## src/rtl/tlvds_tx_arbiter_if.sv

```systemverilog
// Requester/pad bundle for tlvds_tx_arbiter.
//   en        : enables new grants
//   req       : per-requester request level, held until ack
//   data      : flattened payloads, requester k at [k*WIDTH +: WIDTH]
//   ack       : one-cycle one-hot grant pulse
//   busy      : high from grant until the guard gap ends
//   grant_id  : index of the last granted requester
//   tbuf_i    : to TLVDS_TBUF I
//   tbuf_oen  : to TLVDS_TBUF OEN (low = driving)
// master = requester side, slave = arbiter side.
interface tlvds_tx_arbiter_if #(
    parameter int unsigned NREQ  = 4,
    parameter int unsigned WIDTH = 8
);
    localparam int unsigned IDW = (NREQ > 1) ? $clog2(NREQ) : 1;

    logic                    en;
    logic [NREQ-1:0]         req;
    logic [NREQ*WIDTH-1:0]   data;
    logic [NREQ-1:0]         ack;
    logic                    busy;
    logic [IDW-1:0]          grant_id;
    logic                    tbuf_i;
    logic                    tbuf_oen;

    modport master (
        output en, req, data,
        input  ack, busy, grant_id, tbuf_i, tbuf_oen
    );

    modport slave (
        input  en, req, data,
        output ack, busy, grant_id, tbuf_i, tbuf_oen
    );
endinterface

```

## src/rtl/tlvds_tx_arbiter.sv

```systemverilog
// Round-robin scheduler sharing one TLVDS_TBUF differential pair between
// NREQ requesters. Each grant sends start bit, WIDTH data bits MSB-first,
// optional even parity bit, then GUARD tristated turnaround cycles.
// Ports:
//   clk   : sole clock, rising edge
//   rst_n : asynchronous active-low reset (pad tristates immediately)
//   bus   : tlvds_tx_arbiter_if.slave (en/req/data in; ack/busy/grant_id/
//           tbuf_i/tbuf_oen out, all registered)
// Optional feature: define TLVDS_ARB_PARITY_EN to add the parity bit.
module tlvds_tx_arbiter #(
    parameter int unsigned NREQ  = 4,
    parameter int unsigned WIDTH = 8,
    parameter int unsigned DIV   = 2,
    parameter int unsigned GUARD = 2
) (
    input logic              clk,
    input logic              rst_n,
    tlvds_tx_arbiter_if.slave bus
);
    localparam int unsigned IDW        = (NREQ > 1) ? $clog2(NREQ) : 1;
    localparam int unsigned BW         = $clog2(WIDTH + 1);
    localparam logic [7:0]  DIV_LOAD   = 8'(DIV - 1);
    localparam logic [7:0]  GUARD_LOAD = 8'(GUARD - 1);
    localparam logic [BW-1:0] LAST_BIT = BW'(WIDTH - 1);

    typedef enum logic [2:0] {
        S_IDLE,
        S_START,
        S_DATA,
        S_PAR,
        S_GUARD
    } state_t;

    state_t             state_q, state_d;
    logic [7:0]         div_q, div_d;
    logic [BW-1:0]      bit_q, bit_d;
    logic [WIDTH-1:0]   shift_q, shift_d;
    logic [IDW-1:0]     ptr_q, ptr_d;
    logic [IDW-1:0]     gid_q, gid_d;
    logic [NREQ-1:0]    ack_q, ack_d;
    logic               busy_q, busy_d;
    logic               tbuf_i_q, tbuf_i_d;
    logic               tbuf_oen_q, tbuf_oen_d;
`ifdef TLVDS_ARB_PARITY_EN
    logic               par_q, par_d;
`endif

    logic [WIDTH-1:0]   word [NREQ];
    logic               found;
    logic [IDW-1:0]     sel;
    int unsigned        idx;

    // Unpack the flattened payload bus.
    always_comb begin
        for (int unsigned k = 0; k < NREQ; k++) begin
            word[k] = bus.data[k*WIDTH +: WIDTH];
        end
    end

    // First pending requester at or after ptr, wrapping.
    always_comb begin
        found = 1'b0;
        sel   = '0;
        idx   = 0;
        for (int unsigned k = 0; k < NREQ; k++) begin
            idx = 32'(ptr_q) + k;
            if (idx >= NREQ) begin
                idx = idx - NREQ;
            end
            if (!found && bus.req[IDW'(idx)]) begin
                found = 1'b1;
                sel   = IDW'(idx);
            end
        end
    end

    // Next state, counters and registered pad/handshake values.
    always_comb begin
        state_d    = state_q;
        div_d      = div_q;
        bit_d      = bit_q;
        shift_d    = shift_q;
        ptr_d      = ptr_q;
        gid_d      = gid_q;
        ack_d      = '0;
        busy_d     = busy_q;
        tbuf_i_d   = 1'b0;
        tbuf_oen_d = 1'b1;
`ifdef TLVDS_ARB_PARITY_EN
        par_d      = par_q;
`endif

        case (state_q)
            S_IDLE: begin
                if (bus.en && found) begin
                    state_d    = S_START;
                    div_d      = DIV_LOAD;
                    bit_d      = '0;
                    shift_d    = word[sel];
                    ptr_d      = (sel == IDW'(NREQ - 1)) ? '0 : sel + IDW'(1);
                    gid_d      = sel;
                    ack_d[sel] = 1'b1;
                    busy_d     = 1'b1;
`ifdef TLVDS_ARB_PARITY_EN
                    par_d      = ^word[sel];
`endif
                end
            end
            S_START: begin
                if (div_q == 8'd0) begin
                    state_d = S_DATA;
                    div_d   = DIV_LOAD;
                end else begin
                    div_d = div_q - 8'd1;
                end
            end
            S_DATA: begin
                if (div_q == 8'd0) begin
                    if (bit_q == LAST_BIT) begin
`ifdef TLVDS_ARB_PARITY_EN
                        state_d = S_PAR;
                        div_d   = DIV_LOAD;
`else
                        if (GUARD == 0) begin
                            state_d = S_IDLE;
                            busy_d  = 1'b0;
                        end else begin
                            state_d = S_GUARD;
                            div_d   = GUARD_LOAD;
                        end
`endif
                    end else begin
                        shift_d = shift_q << 1;
                        bit_d   = bit_q + BW'(1);
                        div_d   = DIV_LOAD;
                    end
                end else begin
                    div_d = div_q - 8'd1;
                end
            end
`ifdef TLVDS_ARB_PARITY_EN
            S_PAR: begin
                if (div_q == 8'd0) begin
                    if (GUARD == 0) begin
                        state_d = S_IDLE;
                        busy_d  = 1'b0;
                    end else begin
                        state_d = S_GUARD;
                        div_d   = GUARD_LOAD;
                    end
                end else begin
                    div_d = div_q - 8'd1;
                end
            end
`endif
            S_GUARD: begin
                if (div_q == 8'd0) begin
                    state_d = S_IDLE;
                    busy_d  = 1'b0;
                end else begin
                    div_d = div_q - 8'd1;
                end
            end
            default: begin
                state_d = S_IDLE;
                busy_d  = 1'b0;
            end
        endcase

        // Pad value follows the state being entered so it is registered.
        case (state_d)
            S_START: begin
                tbuf_i_d   = 1'b1;
                tbuf_oen_d = 1'b0;
            end
            S_DATA: begin
                tbuf_i_d   = shift_d[WIDTH-1];
                tbuf_oen_d = 1'b0;
            end
`ifdef TLVDS_ARB_PARITY_EN
            S_PAR: begin
                tbuf_i_d   = par_d;
                tbuf_oen_d = 1'b0;
            end
`endif
            default: begin
                tbuf_i_d   = 1'b0;
                tbuf_oen_d = 1'b1;
            end
        endcase
    end

    // State register.
    always_ff @(posedge clk or negedge rst_n) begin
        if (!rst_n) begin
            state_q    <= S_IDLE;
            div_q      <= '0;
            bit_q      <= '0;
            shift_q    <= '0;
            ptr_q      <= '0;
            gid_q      <= '0;
            ack_q      <= '0;
            busy_q     <= 1'b0;
            tbuf_i_q   <= 1'b0;
            tbuf_oen_q <= 1'b1;
`ifdef TLVDS_ARB_PARITY_EN
            par_q      <= 1'b0;
`endif
        end else begin
            state_q    <= state_d;
            div_q      <= div_d;
            bit_q      <= bit_d;
            shift_q    <= shift_d;
            ptr_q      <= ptr_d;
            gid_q      <= gid_d;
            ack_q      <= ack_d;
            busy_q     <= busy_d;
            tbuf_i_q   <= tbuf_i_d;
            tbuf_oen_q <= tbuf_oen_d;
`ifdef TLVDS_ARB_PARITY_EN
            par_q      <= par_d;
`endif
        end
    end

    assign bus.ack      = ack_q;
    assign bus.busy     = busy_q;
    assign bus.grant_id = gid_q;
    assign bus.tbuf_i   = tbuf_i_q;
    assign bus.tbuf_oen = tbuf_oen_q;
endmodule

```

## src/flat_wrapper.sv

```systemverilog
// flat-port wrapper written by rule: the top's interface ports become plain ports
module tlvds_tx_arbiter_flat 
#(
    parameter int unsigned NREQ  = 4,
    parameter int unsigned WIDTH = 8,
    parameter int unsigned DIV   = 2,
    parameter int unsigned GUARD = 2
)
  (clk, rst_n, bus_en, bus_req, bus_data, bus_ack, bus_busy, bus_grant_id, bus_tbuf_i, bus_tbuf_oen);
  tlvds_tx_arbiter_if #(.NREQ(NREQ), .WIDTH(WIDTH)) bus_i ();
  input logic clk;
  input logic rst_n;
  input wire logic [$bits(bus_i.en)-1:0] bus_en;
  input wire logic [$bits(bus_i.req)-1:0] bus_req;
  input wire logic [$bits(bus_i.data)-1:0] bus_data;
  output wire logic [$bits(bus_i.ack)-1:0] bus_ack;
  output wire logic [$bits(bus_i.busy)-1:0] bus_busy;
  output wire logic [$bits(bus_i.grant_id)-1:0] bus_grant_id;
  output wire logic [$bits(bus_i.tbuf_i)-1:0] bus_tbuf_i;
  output wire logic [$bits(bus_i.tbuf_oen)-1:0] bus_tbuf_oen;
  assign bus_i.en = bus_en;
  assign bus_i.req = bus_req;
  assign bus_i.data = bus_data;
  assign bus_ack = bus_i.ack;
  assign bus_busy = bus_i.busy;
  assign bus_grant_id = bus_i.grant_id;
  assign bus_tbuf_i = bus_i.tbuf_i;
  assign bus_tbuf_oen = bus_i.tbuf_oen;
  tlvds_tx_arbiter #(.NREQ(NREQ), .WIDTH(WIDTH), .DIV(DIV), .GUARD(GUARD)) u_core (.clk(clk), .rst_n(rst_n), .bus(bus_i));
endmodule
```

## config.mk

```make
export PLATFORM = sky130hd
export DESIGN_NAME = tlvds_tx_arbiter_flat
export DESIGN_NICKNAME = d
export VERILOG_FILES = /design/src/rtl/tlvds_tx_arbiter_if.sv /design/src/rtl/tlvds_tx_arbiter.sv /design/src/flat_wrapper.sv
export SDC_FILE = /design/constraint.sdc
export NUM_CORES = 1
export LEC_CHECK = 0
export BUFFER_PORTS_ARGS = -buffer_cell sky130_fd_sc_hd__buf_2
export CAP_MARGIN = 30
export CORE_UTILIZATION = 58
export DETAILED_ROUTE_END_ITERATION = 12
export GPL_TIMING_DRIVEN = 1
export PLACE_DENSITY_LB_ADDON = 0.05
export RECOVER_POWER = 25
export SKIP_LAST_GASP = 1
export SYNTH_ARGS = -nofsm -noshare
export SYNTH_HDL_FRONTEND = slang
export SYNTH_SLANG_ARGS = --single-unit
export TNS_END_PERCENT = 10
```

## constraint.sdc

```tcl
create_clock -name clk -period 3.6 [get_ports clk]
set_clock_uncertainty 0.2 [all_clocks]
set_input_delay 0.54 -clock clk [delete_from_list [all_inputs] [get_ports clk]]
set_output_delay 0.54 -clock clk [all_outputs]
set_load 0.02 [all_outputs]
```

==> results.py <==
metrics = {
    "outcome": {
        "status": "complete, but fails checks",
        "failed_checks": "max-capacitance violations, max-slew violations",
    },
    "power": {
        "power_leakage_nw": 1.16,
        "power_density_nw_per_um2": 733,
        "power_frac_seq": 0.376,
        "p_int_mw": 1.05,
        "power_switching_share": 0.415,
        "p_sw_uw": 745,
        "total_power_mw": 1.80,
        "p_comb_frac": 0.469,
        "pwr-share-clk": 0.155,
        "vdd_drop_max_uv": 439,
    },
    "cts": {
        "root_buffer": "clkbuf_4",
        "cts_sinks": 34,
        "tritoncts": "done",
        "ctsHoldBuffers": 0,
        "numCtsBuffers": 5,
        "cts_resized": 0,
        "post_cts_buffers": 0,
        "cts_buffer_depth": 2,
        "clk_latency_ns": 0.35,
        "htreeDepth": 2,
        "clk_pin_slew_ns": 0.11,
    },
    "run": {
        "maxCapViolations": 1,
    },
    "synth": {
        "synth_area_per_cell_um2": 10.0,
        "yosysUniqueCellTypes": 54,
        "synth-edff-count": 0,
        "synth_warnings": 0,
        "synthTopCellsByArea": "dfrtp_1 (39%), mux2i_1 (7.5%), ha_1 (3.5%)",
        "synth_ff_type": "dfrtp_1",
        "yosysSeqAreaShare": 0.400,
        "synthArstFlopShare": 1.00,
        "synth-seq-cells": 34,
        "synth_cells": 213,
        "synth_fp_nets": 258,
        "synth.top_cell.area_share": 0.387,
        "synth_top_area_cell": "dfrtp_1",
        "synth_area_um2": 2130,
    },
    "drt": {
        "drcViolationCount": 0,
        "ant_nets": 0,
        "wl_per_cell_um": 13.5,
        "wl_mm": 4.12,
        "vias_per_cell": 5.57,
        "drt-initial-drc-count": 59,
        "vias": 1705,
        "first_pass_iters": 5,
    },
    "global_route": {
        "grt_max_degree": 35,
        "grt_pass1_vias": 1626,
        "antenna_found_initial": 0,
        "grtUsageTotal": 0.233,
        "grt_overflow": 0,
        "grt_pass1_wl_mm": 7.20,
    },
    "critical_path": {
        "startpoint_type": "register",
        "crit_fanout": 12,
        "cp.arrival_ns": 2.48,
        "end_kind": "register",
        "ff2ff_path_depth": 8,
        "critical_path_class": "reg2reg",
        "cp_data_required_time_ns": 3.64,
    },
    "timing": {
        "fin_crit_sh": 0.678,
        "tns_ns": 0,
        "whs_ns": 0.287,
        "fmax_mhz": 410,
        "tightest_slew_ns": 1.78,
        "drv_slew": 35,
        "layout_min_cycle_time_ns": 2.44,
        "worst_slack_ns": 1.16,
        "rsz0062_at_grt": "false",
        "setup_viol": 0,
        "hold_viol_final": 0,
        "slew_headroom": -0.189,
    },
    "finish": {
        "area_growth_pct": 15.0,
        "mostFrequentLayoutCells": "buf_2 (46), dfrtp_1 (33), nor2_1 (20), nand2_1 (19), mux2i_1 (16)",
        "antenna_cells": 0,
        "final_common_cell": "buf_2",
        "multi_input_area_um2": 1200,
        "final_net_count": 304,
        "ff_latch_area_um2": 852,
        "drive_above_1_share": 0.308,
        "fillCellCount": 289,
    },
    "die": {
        "rows": 21,
        "die_w_um": 62.6,
        "pin_count": 48,
        "die_h_um": 62.6,
        "design.core.area_um2": 3420,
        "initial_core_util": 0.624,
        "die_area_um2": 3920,
    },
    "min_path": {
        "hold_class": "reg2reg",
        "hold_depth": 2,
    },
    "placed_design": {
        "dp_slack_ns": 0.848,
        "port_buffers": 47,
        "hpwl_mm": 3.09,
        "place.gp.congestion": 0.858,
    },
}
## through the flow
stage,utilization,instances,cell area (um2)
4_1_cts,0.718,306,2450
6_report,0.718,306,2450
3_3_place_gp,0.695,298,2370
3_5_place_dp,0.695,298,2370
2_1_floorplan,-,213,2130
5_1_grt,0.718,306,2450
## layer usage
metal  routed length [um]  track usage  vias to the layer above
met3                  252       0.0620                        3
met5                    0            0                        -
met4                   34       0.0465                        0
met1                 1850        0.300                      789
li1                     -            -                      850
met2                 1980        0.391                       63
## state kept, by name, summed over array words and instances, names as in the netlist
register,count
u_core.bus.busy,1
u_core.ptr_q,2
u_core.bus.ack,4
u_core.shift_q,8
u_core.bus.tbuf_i,1
u_core.bus.grant_id,2
u_core.div_q,8
u_core.bus.tbuf_oen,1
u_core.state_q,3
u_core.bit_q,4
## power groups by stage
stage          clock, mW  sequential [mW]  combinational, mW
6_report           0.278            0.676              0.842
5_1_grt            0.303            0.695              0.951
4_1_cts            0.283            0.675              0.852
3_5_place_dp           0            0.680              0.848
3_3_place_gp           0            0.675              0.833
2_1_floorplan          0            0.673              0.680
## cell families (layout without fill, tap and decap cells)
kind of cell / after synthesis / count (layout) / synth area share
buffers and inverters: 17 / 64 / 0.0393
AO/OA/AOI/OAI: 47 / 47 / 0.160
XOR/XNOR: 8 / 8 / 0.0329
adder cells (fa/ha/maj): 6 / 6 / 0.0352
flip-flops: 34 / 34 / 0.400
AND/OR/NAND/NOR: 79 / 79 / 0.226
multiplexers: 22 / 22 / 0.107
## synth_stat cells, types with 2 or more instances
cell type  number
a211o_1         2
a211oi_1        2
a21o_1          2
a21oi_1         4
a22oi_1         7
and2_1          5
and2_4          2
buf_2           3
clkbuf_1        4
dfrtp_1        33
ha_1            6
inv_1           9
mux2_2          6
mux2i_1        16
nand2_1        19
nand2b_1        4
nand3_1         4
nor2_1         20
nor2b_1         2
nor3_1          4
nor3_2          2
nor4_2          3
o21a_1          2
o21ai_0         6
o21ai_1        10
or3_1           2
xnor2_1         5
xor2_1          3
## area by class of cell
class	instances	share of cell area
Sequential cell	34	0.348
Multi-Input combinational cell	162	0.488
Inverter	9	0.0138
Clock buffer	5	0.0153
Tap cell	46	0.0235
Timing Repair Buffer	47	0.0955
Clock inverter	3	0.0163
## final timing paths
check                                                      to  slack [ns]                          startpoint
min                        u_core.bus.grant_id[0]$_DFFE_PN0P_        0.29  u_core.bus.grant_id[0]$_DFFE_PN0P_
min reg2reg                u_core.bus.grant_id[0]$_DFFE_PN0P_        0.29  u_core.bus.grant_id[0]$_DFFE_PN0P_
max                               u_core.bit_q[0]$_DFFE_PN0P_        1.16         u_core.div_q[0]$_DFFE_PN0P_
max in group asynchronous       u_core.shift_q[2]$_DFFE_PN0P_        1.72                               rst_n
max reg2reg                       u_core.bit_q[0]$_DFFE_PN0P_        1.16         u_core.div_q[0]$_DFFE_PN0P_
min in group asynchronous         u_core.bit_q[3]$_DFFE_PN0P_        0.45                               rst_n
## critical path, cell delays in order, from the launching register on
cell and delay (ns):
dfrtp_1 0.47, inv_1 0.07, ha_1 0.23, nor3b_1 0.17
nand2_1 0.23, nor3_2 0.09, nor2_1 0.59, nor3_1 0.10
a21o_1 0.18
No activity file was read; power rests on OpenSTA's default activity.
